--- config.mk ---
export PLATFORM = sky130hd
export DESIGN_NAME = cam_bringup_seq
export DESIGN_NICKNAME = d
export VERILOG_FILES = /design/src/rtl/cam_bringup_seq.sv
export SDC_FILE = /design/constraint.sdc
export NUM_CORES = 1
export LEC_CHECK = 0
export CAP_MARGIN = 0
export CORE_ASPECT_RATIO = 1.1
export CORE_MARGIN = 4
export CORE_UTILIZATION = 46
export DETAILED_ROUTE_END_ITERATION = 8
export HOLD_SLACK_MARGIN = 0.1
export PLACE_DENSITY = 0.69
export SYNTH_ARGS = -nofsm -noshare
export SYNTH_HDL_FRONTEND = slang
export SYNTH_SLANG_ARGS = --single-unit
--- constraint.sdc ---
create_clock -name clk_100 -period 3.6 [get_ports clk_100]
set_input_delay 0.9 -clock clk_100 [delete_from_list [all_inputs] [get_ports clk_100]]
set_output_delay 0.9 -clock clk_100 [all_outputs]
set_load 0.01 [all_outputs]
--- src/rtl/cam_bringup_seq.sv ---
// Camera bring-up sequencer: power enable -> I2C reset release -> I2C config -> CSI enable.
// Define CAM_SEQ_RETRY_EN to build the power-cycle retry path (COOL state, retry_cnt).
module cam_bringup_seq #(
   parameter int T_PWR     = 4000,
   parameter int T_I2CRST  = 400,
   parameter int T_CFG_TO  = 400000,
   parameter int T_OFF     = 4000,
   parameter int MAX_RETRY = 3
) (
   input  logic       clk_100,
   input  logic       reset,
   input  logic       strobe_400kHz,
   input  logic       idelay_rdy,
   input  logic       i2c_done,
   input  logic       i2c_err,
   input  logic       restart,
   output logic       cam_en,
   output logic       i2c_areset_n,
   output logic       i2c_start,
   output logic       csi_en,
   output logic       link_up,
   output logic       fault,
   output logic [1:0] retry_cnt
);

`ifdef CAM_SEQ_RETRY_EN
   localparam bit RETRY_EN = 1'b1;
`else
   localparam bit RETRY_EN = 1'b0;
`endif

   localparam logic [19:0] PWR_LAST    = 20'(T_PWR - 1);
   localparam logic [19:0] I2CRST_LAST = 20'(T_I2CRST - 1);
   localparam logic [19:0] CFG_LAST    = 20'(T_CFG_TO - 1);
   localparam logic [19:0] OFF_LAST    = 20'(T_OFF - 1);
   localparam logic [1:0]  MAX_RETRY_C = 2'(MAX_RETRY);

   typedef enum logic [2:0] {
      S_OFF, S_PWR_WAIT, S_RST_WAIT, S_CFG, S_DLY_WAIT, S_UP, S_COOL, S_FAULT
   } state_t;

   state_t      state;
   logic [19:0] tick_cnt;

   // A timed state expires on the strobe cycle that completes its tick budget.
   function automatic logic expired(input logic [19:0] last);
      return strobe_400kHz && (tick_cnt == last);
   endfunction

   always_ff @(posedge clk_100 or posedge reset) begin
      if (reset) begin
         state        <= S_OFF;
         tick_cnt     <= '0;
         retry_cnt    <= '0;
         cam_en       <= 1'b0;
         i2c_areset_n <= 1'b0;
         i2c_start    <= 1'b0;
         csi_en       <= 1'b0;
         link_up      <= 1'b0;
         fault        <= 1'b0;
      end else begin
         // NOTE: non-blocking throughout; the defaults below are overridden by any later
         // assignment in the case arms, which is how the counter clears on state entry.
         i2c_start <= 1'b0;
         if (strobe_400kHz)
            tick_cnt <= tick_cnt + 20'd1;

         case (state)
            S_OFF: begin
               if (strobe_400kHz) begin
                  state    <= S_PWR_WAIT;
                  tick_cnt <= '0;
                  cam_en   <= 1'b1;
               end
            end
            S_PWR_WAIT: begin
               if (expired(PWR_LAST)) begin
                  state        <= S_RST_WAIT;
                  tick_cnt     <= '0;
                  i2c_areset_n <= 1'b1;
               end
            end
            S_RST_WAIT: begin
               if (expired(I2CRST_LAST)) begin
                  state     <= S_CFG;
                  tick_cnt  <= '0;
                  i2c_start <= 1'b1;
               end
            end
            S_CFG: begin
               if (i2c_err || (!i2c_done && expired(CFG_LAST))) begin
                  tick_cnt     <= '0;
                  cam_en       <= 1'b0;
                  i2c_areset_n <= 1'b0;
                  if (RETRY_EN && (retry_cnt < MAX_RETRY_C)) begin
                     state     <= S_COOL;
                     retry_cnt <= retry_cnt + 2'd1;
                  end else begin
                     state <= S_FAULT;
                     fault <= 1'b1;
                  end
               end else if (i2c_done) begin
                  tick_cnt <= '0;
                  // With IDELAYCTRL already locked, skip the wait so csi_en follows done by one clock.
                  if (idelay_rdy) begin
                     state   <= S_UP;
                     csi_en  <= 1'b1;
                     link_up <= 1'b1;
                  end else begin
                     state <= S_DLY_WAIT;
                  end
               end
            end
            S_DLY_WAIT: begin
               if (idelay_rdy) begin
                  state    <= S_UP;
                  tick_cnt <= '0;
                  csi_en   <= 1'b1;
                  link_up  <= 1'b1;
               end
            end
            S_COOL: begin
               if (expired(OFF_LAST)) begin
                  state    <= S_PWR_WAIT;
                  tick_cnt <= '0;
                  cam_en   <= 1'b1;
               end
            end
            S_UP, S_FAULT: begin
               if (restart) begin
                  state        <= S_OFF;
                  tick_cnt     <= '0;
                  retry_cnt    <= '0;
                  cam_en       <= 1'b0;
                  i2c_areset_n <= 1'b0;
                  csi_en       <= 1'b0;
                  link_up      <= 1'b0;
                  fault        <= 1'b0;
               end
            end
            default: begin
               state    <= S_OFF;
               tick_cnt <= '0;
            end
         endcase
      end
   end

endmodule
==> flow_summary.toml <==
[layout]
num-fill-cells = 355
utilization_pct = 56.3
postLayoutCellArea_sq_um = 2120
diodes = 0
drive_above_1_share_pct = 9.96
syn_to_final_growth_pct = 14.7
final_common_cell = "nand2_1"
final_cell_mix = "43 x nand2_1, 29 x dfrtp_1, 20 x nor2_1"
nNetsFinal = 249

[route]
num_vias = 1696
top_layer_used = "met4"
postRouteWirelength_mm = 4.30
route.detailed.drc = 0
wl_per_cell_microns = 14.8
wl_met2_mm = 2.08
wl_met3_microns = 178
dr.first_iter.drc_count = 91
viasPerCell = 5.83
ant_nets = 0
drt-met1-wl_mm = 1.97
first_pass_iters = 4

[synthesis]
synth-seq-area-share_pct = 39.2
ys_ff_latch = 29
yosys.area.top_type_share_pct = 39.2
ys_top_cells_by_area = "dfrtp_1 39%, nand2_1 8.7%, o22ai_1 4.7%, nor2_1 4.1%, and2_1 3.0%"
syn_avg_cell_area_sq_um = 8.15
synth-edff-count = 0
synth_ff_type = "dfrtp_1"
ys_types = 45
ys_warn_count = 0
syn_area_sq_um = 1850
syn_inst = 227
yosys.area.top_type = "dfrtp_1"
async_flop_share_pct = 100

[clock_tree]
tritoncts = "built"
cts_root_buf = "clkbuf_8"
clkTransAtPathRegs_ns = 0.06
cts_setup_buffers = 0
hold_buffers = 0
post_cts_resized = 0
clk_path_buf_depth = 2
cts.sinks = 29
cts_made_buffers = 5
cts-htree-levels = 2
insertion_delay_ns = 0.28

[power_and_ir_drop]
ir_worst_vdd_mv = 0.305
power-per-cell-area_nw_per_um2 = 603
power_leakage_nw = 0.918

[grt]
grt_antenna_before_repair = 0
grt_use_total_pct = 20.0
grt_max_degree = 30
grt_pass1_wl_mm = 7.73
grt_pass1_vias = 1678
overflow = 0

[timing]
min_period_ns = 2.95
relSlewSlack_pct = 66.6
setup_viol = 0
worstMarginPinSlew_ns = 0.501
min_period_over_period_pct = 81.8
slew_viol_final = 0
fin_skew_ns = 0.00528
hold_violations = 0
max_freq_ghz = 0.340
finalSetupTns_ns = 0
rsz0062_at_grt = "no"

[die]
die_h_microns = 74.5
die_w_microns = 68.5
io_pins = 15
core_sq_um = 3770
num_rows = 23
die_area_sq_um = 5100
initial_core_util_pct = 49.1

[critical_path]
slowest_delay_ns = 0.55
path_class = "in2reg"
cp-start-kind = "input pin"
cp_num_buf_inv = 1
crit_chain = "clkdlybuf4s50_1 > nand3_1 > or3_4 > or4_4 > or3_1 > o211ai_1 > o311ai_1"
end_kind = "register"
crit_arrival_ns = 3.10
crit_path_top_delay_cell = "clkdlybuf4s50_1"
cp_num_cells = 7
crit_family = "simple AND/OR/NAND/NOR gates"
path_max_fanout = 6
r2r_cells = 6
critPathRequiredTime_ns = 3.75

[outcome]
status = "complete, no violations"

[job]
cap_viol_max_count = 0

[worst_hold_path]
hp-class = "reg2reg"
whs_path_depth = 1

[placement]
dp_hpwl_mm = 3.11
gp_congestion = 0.828
numPortBuffers = 12
dpl-instance-area_sq_um = 2020
[synth_stat cells, drive strengths merged, types with 4 or more instances]
master and n:
clkbuf 8, o22ai 14, o21ai 10, dfrtp 29
inv 9, and2 9, o21a 5, nor2 20
nand4 5, and4 5, nand2 43, nor3 12
a21oi 4, a31oi 4, or3 4, nand3 8
buf 5
[where the power goes]
group / leakage [nW] / internal [W] / total, W / switching (W)
logic: 0.477 / 0.000208 / 0.000498 / 0.000290
registers: 0.387 / 0.000387 / 0.000484 / 0.0000979
clock network: 0.0542 / 0.000173 / 0.000297 / 0.000124
total: 0.918 / 0.000767 / 0.00128 / 0.000512
[registers in the layout, summed over array words and instances (netlist names)]
register and flops:
cam_en 1, csi_en 1, fault 1, i2c_areset_n 1
i2c_start 1, link_up 1, state 3, tick_cnt 20
[layer usage]
| metal | vias to the layer above | global-route usage, % |
|---|---|---|
| li1 | 846 | - |
| met1 | 813 | 25.4 |
| met2 | 29 | 33.2 |
| met3 | 8 | 4.08 |
| met4 | 0 | 7.28 |
| met5 | - | 0 |
[kinds of logic (layout without fill, tap and decap cells)]
family,count (synthesis),count (layout),synth area share (%)
and+or+nand+nor,117,117,33.2
AOI/OAI and AO/OA,55,55,20.4
DFF,29,29,39.2
buffers and inverters,23,36,5.62
adders and majority gates,2,2,1.35
other,1,2,0.203
[through the flow]
| step | std cells | hold slack [ns] | power, W | setup slack, ns |
|---|---|---|---|---|
| after CTS | 291 | 0.494 | 0.00129 | 0.671 |
| after global placement | 283 | 0.475 | 0.000982 | 0.415 |
| final | 291 | 0.488 | 0.00128 | 0.655 |
| after global routing | 291 | 0.523 | 0.00138 | 0.512 |
| after floorplan | 228 | 0.502 | 0.000829 | 0.897 |
| after detailed placement | 283 | 0.480 | 0.000991 | 0.362 |
[final cells by class]
cell class	instances	area [sq um]	area share [%]
Timing Repair Buffer	18	165	7.78
Sequential cell	29	726	34.2
Tap cell	50	62.6	2.95
Inverter	10	37.5	1.77
Multi-Input combinational cell	176	1030	48.5
Clock inverter	1	5.00	0.236
Clock buffer	7	96.3	4.54
[path summary, 6_finish.rpt]
path | from | slack, ns | endpoint
max in group asynchronous | reset | 2.32 | tick_cnt[3]$_DFF_PP0_
hold / removal | csi_en$_DFFE_PP0P_ | 0.49 | csi_en$_DFFE_PP0P_
min in group asynchronous | reset | 0.98 | state[2]$_DFFE_PP0P_
setup / recovery | strobe_400kHz | 0.65 | tick_cnt[19]$_DFF_PP0_
setup reg to reg | tick_cnt[5]$_DFF_PP0_ | 1.24 | tick_cnt[3]$_DFF_PP0_
hold reg to reg | csi_en$_DFFE_PP0P_ | 0.49 | csi_en$_DFFE_PP0P_
(Power assumes the default switching activity.)
